--- src/rtl/fifo_stream_reader_if.sv ---
// Byte stream handshake between fifo_stream_reader and downstream transmit logic.
// The producer drives data/valid/last; the consumer drives ready.
interface fifo_stream_reader_if;
  logic [7:0] m_data;
  logic       m_valid;
  logic       m_last;
  logic       m_ready;

  modport master (
    output m_data,
    output m_valid,
    output m_last,
    input  m_ready
  );

  modport slave (
    input  m_data,
    input  m_valid,
    input  m_last,
    output m_ready
  );
endinterface

--- src/rtl/fifo_stream_reader.sv ---
// Read-side controller for the 16-entry byte FIFO: hides its one-cycle read latency
// behind a 2-entry output buffer and marks the last byte of each FRAME_LEN-byte frame.
module fifo_stream_reader #(
  parameter int unsigned FRAME_LEN = 16
) (
  input  logic                  clk,
  input  logic                  reset_n,
  input  logic                  enable,
  input  logic                  fifo_empty,
  input  logic                  fifo_wr_en,
  input  logic [7:0]            fifo_dout,
  output logic                  fifo_rd_en,
  fifo_stream_reader_if.master  m,
  output logic                  busy
);

  localparam int unsigned           CNT_W    = (FRAME_LEN > 1) ? $clog2(FRAME_LEN) : 1;
  localparam logic [CNT_W-1:0]      LAST_POS = CNT_W'(FRAME_LEN - 1);

  logic [1:0]       count;
  logic             inflight;
  logic [7:0]       head_q;
  logic [7:0]       skid_q;
  logic [CNT_W-1:0] byte_cnt;

  logic             valid;
  logic             pop;
  logic [1:0]       level;

  assign valid = (count != 2'd0);
  assign pop   = valid && m.m_ready;

  // Occupancy the buffer will have once this cycle's pop retires, counting the
  // byte already on its way from the FIFO; a new read is only safe below 2.
  assign level = count + 2'(inflight) - 2'(pop);

  // Gated by reset_n so the FIFO sees no read request while the reader is held in reset.
  assign fifo_rd_en = reset_n && enable && !fifo_empty && !fifo_wr_en && (level < 2'd2);

  // NOTE: head/skid are ordinary registers, not a memory array, so they take the
  // asynchronous reset as well; m_data must read 0x00 while reset is asserted.
  always_ff @(posedge clk or negedge reset_n) begin
    if (!reset_n) begin
      count    <= 2'd0;
      inflight <= 1'b0;
      head_q   <= 8'h00;
      skid_q   <= 8'h00;
      byte_cnt <= '0;
    end else begin
      // NOTE: every state update here is non-blocking so the case below sees the
      // pre-edge count/inflight regardless of statement order.
      inflight <= fifo_rd_en;

      unique case ({pop, inflight})
        2'b01: begin
          if (count == 2'd0) head_q <= fifo_dout;
          else               skid_q <= fifo_dout;
          count <= count + 2'd1;
        end
        2'b10: begin
          head_q <= skid_q;
          count  <= count - 2'd1;
        end
        2'b11: begin
          if (count == 2'd2) begin
            head_q <= skid_q;
            skid_q <= fifo_dout;
          end else begin
            head_q <= fifo_dout;
          end
        end
        default: ;
      endcase

      if (pop) byte_cnt <= (byte_cnt == LAST_POS) ? '0 : byte_cnt + 1'b1;
    end
  end

  assign m.m_data  = head_q;
  assign m.m_valid = valid;
  assign m.m_last  = valid && (byte_cnt == LAST_POS);
  assign busy      = valid || inflight;

  a_no_overfill: assert property (
    @(posedge clk) disable iff (!reset_n)
    ({1'b0, count} + {2'b00, inflight}) <= 3'd2
  );

  a_stall_stable: assert property (
    @(posedge clk) disable iff (!reset_n)
    (m.m_valid && !m.m_ready) |=> (m.m_valid && $stable(m.m_data))
  );

endmodule

--- src/flat_wrapper.sv ---
// flat-port wrapper written by rule: the top's interface ports become plain ports
module fifo_stream_reader_flat 
#(
  parameter int unsigned FRAME_LEN = 16
)
  (clk, reset_n, enable, fifo_empty, fifo_wr_en, fifo_dout, fifo_rd_en, busy, m_m_data, m_m_valid, m_m_last, m_m_ready);
  fifo_stream_reader_if m_i ();
  input  logic clk;
  input  logic reset_n;
  input  logic enable;
  input  logic fifo_empty;
  input  logic fifo_wr_en;
  input  logic [7:0] fifo_dout;
  output logic fifo_rd_en;
  output logic busy;
  output wire logic [$bits(m_i.m_data)-1:0] m_m_data;
  output wire logic [$bits(m_i.m_valid)-1:0] m_m_valid;
  output wire logic [$bits(m_i.m_last)-1:0] m_m_last;
  input wire logic [$bits(m_i.m_ready)-1:0] m_m_ready;
  assign m_m_data = m_i.m_data;
  assign m_m_valid = m_i.m_valid;
  assign m_m_last = m_i.m_last;
  assign m_i.m_ready = m_m_ready;
  fifo_stream_reader #(.FRAME_LEN(FRAME_LEN)) u_core (.clk(clk), .reset_n(reset_n), .enable(enable), .fifo_empty(fifo_empty), .fifo_wr_en(fifo_wr_en), .fifo_dout(fifo_dout), .fifo_rd_en(fifo_rd_en), .m(m_i), .busy(busy));
endmodule
--- config.mk ---
export PLATFORM = sky130hd
export DESIGN_NAME = fifo_stream_reader_flat
export DESIGN_NICKNAME = d
export VERILOG_FILES = /design/src/rtl/fifo_stream_reader_if.sv /design/src/rtl/fifo_stream_reader.sv /design/src/flat_wrapper.sv
export SDC_FILE = /design/constraint.sdc
export NUM_CORES = 1
export LEC_CHECK = 0
export CORE_MARGIN = 3
export CORE_UTILIZATION = 30
export DETAILED_ROUTE_END_ITERATION = 12
export GPL_TIMING_DRIVEN = 0
export MAX_ROUTING_LAYER = met4
export SYNTH_ARGS = -nofsm -noshare
export SYNTH_HDL_FRONTEND = slang
export SYNTH_SLANG_ARGS = --single-unit
--- constraint.sdc ---
create_clock -name clk -period 2 [get_ports clk]
set_clock_uncertainty 0.1 [all_clocks]
set_input_delay 0.5 -clock clk [delete_from_list [all_inputs] [get_ports clk]]
set_output_delay 0.5 -clock clk [all_outputs]
set_load 0.02 [all_outputs]
======== Yosys cells after proc, flatten, opt, wreduce, memory -nomap -nowiden ========
Index checks and enable logic that the tools add are counted.
cells by class
  $add $sub $neg .......................... 5
  $lt $le $gt $ge ......................... 1
  eq/ne operators ......................... 8
  mux-type cells .......................... 8
  reduce and logical (&&, ||, !) cells .... 16
operators with widths
  cell                 count
  $mux 8               4
  $pmux 8 s3           1
  $pmux 8 s2           1
  $eq 2x2->1 const B   3
  $logic_and 1x1->1    6
  $reduce_bool 2->1    3
  $add 4x1->4 const B  1
  $eq 4x4->1 const B   1
  $mux 4               1
  $ne 2x1->1 const B   2
  $pmux 2 s2           1
  $reduce_and 3->1     1
  $reduce_bool 3->1    1
  $add 2x1->2          1
  $add 2x1->2 const B  1
  $eq 2x1->1 const B   1
  $logic_not 1->1      2
  $logic_not 2->1      1
  $lt 2x2->1 const B   1
  $ne 2x2->1 const B   1
  $reduce_and 2->1     1
  $sub 2x1->2          1
  $sub 2x1->2 const B  1
  $logic_or 1x1->1     1
storage, ports and cells
  flip-flop bits (word level) ............. 23
  input port bits ......................... 14
  logic and storage cells ................. 43

======== Depth between registers and ports, before layout ========
  depth in word-level cells ............... 5
  depth in mapped cells ................... 5
  gate-level depth less buffers ........... 4

======== Worst setup path before layout ========
Ideal clock, no wire load.
  path kind ............................... input -> output
  from .................................... input port m_m_ready
  to ...................................... output port fifo_rd_en
  arrival ................................. 1566 ps
  data required time ...................... 1400 ps
  setup slack ............................. -166 ps
  stages .................................. 3
  cell sequence ........................... clkbuf_1 a211oi_1 nor4_1
between the ends
  cells in the longest elaborated chain, start to end .. 4
ends and longest elaborated chain
  item                line                      text
  start: declaration  flat_wrapper.sv:19        input wire logic [$bits(m_i.m_ready)-1:0] m_m_ready;
  $logic_and 1x1->1   fifo_stream_reader.sv:31  assign pop = valid && m.m_ready;
  $sub 2x1->2         fifo_stream_reader.sv:35  assign level = count + 2'(inflight) - 2'(pop);
  $lt 2x2->1          fifo_stream_reader.sv:38  assign fifo_rd_en = reset_n && enable && !fifo_empty && !fifo_wr_en && (level < 2'd2);
  $logic_and 1x1->1   fifo_stream_reader.sv:38
  end: declaration    flat_wrapper.sv:14        output logic fifo_rd_en;
No other way between the ends.

======== Worst setup path after layout ========
  from .................................... register u_core.inflight
  to ...................................... output port fifo_rd_en
between the ends
  cells in the longest elaborated chain, start to end .. 4
ends and longest elaborated chain
  item                      line                      text
  start: declaration        fifo_stream_reader.sv:21  logic inflight;
  start signal: assignment  fifo_stream_reader.sv:52  inflight <= fifo_rd_en;
  $add 2x1->2               fifo_stream_reader.sv:35
  $sub 2x1->2               fifo_stream_reader.sv:35
  $lt 2x2->1                fifo_stream_reader.sv:38
  $logic_and 1x1->1         fifo_stream_reader.sv:38
No other way between the ends.

==> out/qor.csv <==
stage;metric;value;unit
run_status;status;finished with violations;
run_status;violations;negative setup slack;
drt;vias;798;
synthesis;synth_top_area_share;0.509;
place;place_ws;-1.35;ns
drt;wire_per_inst;14.3;um
timing;maxSlewViolCount;0;
critical_path;crit_path_start_kind;flop;
power;vdd_drop_max;761;uV
floorplan;placementRows;21;
synthesis;ys_ff_latch;23;
timing;tightest_slew;0.514;ns
drt;ant_nets;0;
synthesis;synth.largest_area_cell;dfrtp_1;
synthesis;synth_cell_types;31;
layout;mostFrequentLayoutCell;dfrtp_1;
cts;htree_levels;1;
timing;hold_ws;0.0103;ns
cts;clock-sinks;23;
place;gp_congestion;0.759;
power;p_leak;0.653;nW
global_routing;first_global_vias;890;
floorplan;fp.dieW;67.4;um
global_routing;grt_max_degree;25;
timing;setup_slack;-0.0258;ns
drt;viasPerCell;4.81;
floorplan;die_height;67.4;um
critical_path;crit_fanout;8;
drt;drt_iter0_drc;20;
cts;clkTransAtPathRegs;0.09;ns
critical_path;cp_data_required_time;1.40;ns
drt;dr.pass1.iters;4;
power;pwr_density_cell;1390;nW/um2
critical_path;critical_path_class;flop to output pin;
cts;cts_tree;done;
timing;rsz0062_at_grt;yes;
synthesis;syn_avg_cell_area;12.7;um2
floorplan;dieArea;4540;um2
critical_path;crit_path_end_kind;output pin;
layout;mostFrequentLayoutCells;dfrtp_1 (22), clkdlybuf4s50_1 (18), nor2b_1 (10);
run;drv_cap;0;
cts;cts_buffer_depth;2;
floorplan;initial_utilization;0.326;
drt;drt_wl_total;2380;um
timing;period_share;1.01;
layout;nets;136;
synthesis;synth_area_leaders;dfrtp_1 (51%), mux2_4 (11%), o221a_1 (8.0%);
floorplan;io_pins;26;
cts;cts-root-buf;clkbuf_8;
synthesis;synthesis.nets;104;
critical_path;crit_arrival;1.43;ns
global_routing;grt.total_usage;0.129;
drt;route.detailed.drc;0;
synthesis;seq_area_frac_synth;0.509;
synthesis;synth_warnings;0;
cts;insertion_delay;0.27;ns
floorplan;core-area;3470;um2
global_routing;grt_pass1_wl;4210;um
timing;finalCriticalPeriod;2.03;ns
global_routing;antenna_found_initial;0;
place;port_buffers;25;
cts;cts_made_buffers;3;
timing;max_freq;0.494;GHz
layout;synthToLayoutAreaGrowth;34.2;%
synthesis;synth_cells;89;
timing;setup_viol;1;
layout;antenna_cells;0;
global_routing;grt-ovfl-total;0;
worst_hold_path;worst_hold_path_type;primary input to async pin;
timing;final_hold_viol_count;0;
synthesis;synth_area;1130;um2
layout;drive_gt1_frac;0.267;
timing;slew_headroom;0.657;
## kinds of logic after synthesis
group | Yosys count | synth area share
mux | 9 | 0.116
xor+xnor | 3 | 0.0233
fa+ha+maj | 1 | 0.0111
flops | 23 | 0.509
compound gates | 27 | 0.185
simple gates | 22 | 0.134
buf+inv | 4 | 0.0210
## routing by layer
metal,up-vias,GRT usage,wire [um]
met5,-,-,0
met4,0,0.0228,19
met3,4,0.0433,139
met2,24,0.201,1090
met1,373,0.164,1120
li1,397,-,-
## worst max-delay path: stages, from the launching register on
cell and delay [ns]:
dfrtp_1 0.38, buf_6 0.14, and4b_1 0.20, a211oi_2 0.20
nor4_2 0.07, buf_4 0.16
## flip-flops by register name, indices dropped and copies added, names as in the netlist
register         count
u_core.byte_cnt      4
u_core.m.m_data      8
u_core.inflight      1
u_core.count         2
u_core.skid_q        8
## cells in the mapped netlist (all sizes together)
library cell	number
a211oi	1
a21o	1
a21oi	2
and2	1
and4b	1
buf	2
clkbuf	1
dfrtp	23
ha	1
inv	1
mux2	9
nand2	2
nand3	2
nand3b	1
nor2	2
nor2b	10
nor3b	1
nor4	1
o211ai	1
o21a	1
o21ai	12
o221a	8
o31ai	1
or3	1
xnor2	2
xor2	1
## layout make-up
type	count	area, um2
flip-flops and latches	23	577
plain buffers	3	36.3
multi-input cells	62	551
repair buffers	27	245
clock buffers	3	41.3
well taps	46	57.6
clock inverters	1	5.00
fillers	340	1950
inverters	1	3.75
## power by group
| part | total [W] | switching, W | internal [W] | leakage [nW] |
|---|---|---|---|---|
| clock network | 0.000295 | 0.000155 | 0.000139 | 0.0255 |
| logic | 0.00101 | 0.000451 | 0.000556 | 0.355 |
| registers | 0.000812 | 0.000133 | 0.000679 | 0.273 |
## metrics by stage
stage / instances / total power [W] / setup TNS [ns] / util / area, um2
after floorplan: 89 / 0.00144 / 0 / - / 1140
after global placement: 160 / 0.00177 / -2.56 / 0.416 / 1440
after detailed placement: 160 / 0.00180 / -2.74 / 0.416 / 1440
after CTS: 165 / 0.00212 / -0.0469 / 0.434 / 1510
after global routing: 166 / 0.00228 / -0.129 / 0.437 / 1520
final: 166 / 0.00211 / -0.0258 / 0.437 / 1520
## final timing paths
kind                                                start                              to  slack, ns  cells past startpoint
min in group clk           u_core.byte_cnt[3]$_DFFE_PN0P_  u_core.byte_cnt[3]$_DFFE_PN0P_       0.39                      1
min reg2reg                u_core.byte_cnt[3]$_DFFE_PN0P_  u_core.byte_cnt[3]$_DFFE_PN0P_       0.39                      1
max reg2reg                     u_core.inflight$_DFF_PN0_  u_core.m.m_data[1]$_DFFE_PN0P_       0.46                      4
max in group asynchronous                         reset_n     u_core.count[1]$_DFFE_PN0P_       1.54                      1
min                                               reset_n  u_core.m.m_data[5]$_DFFE_PN0P_       0.01                      1
max                             u_core.inflight$_DFF_PN0_                      fifo_rd_en      -0.03                      5
## timing repair
action                                  4_1_cts  5_1_grt
pin swaps                                     3        0
gates resized for setup                      32        4
setup buffers                                 1        1
hold buffers                                  0        0
cloned                                        0        0
endpoints found under the setup margin        5        3
Note: power is estimated with default switching activity, not from simulation.
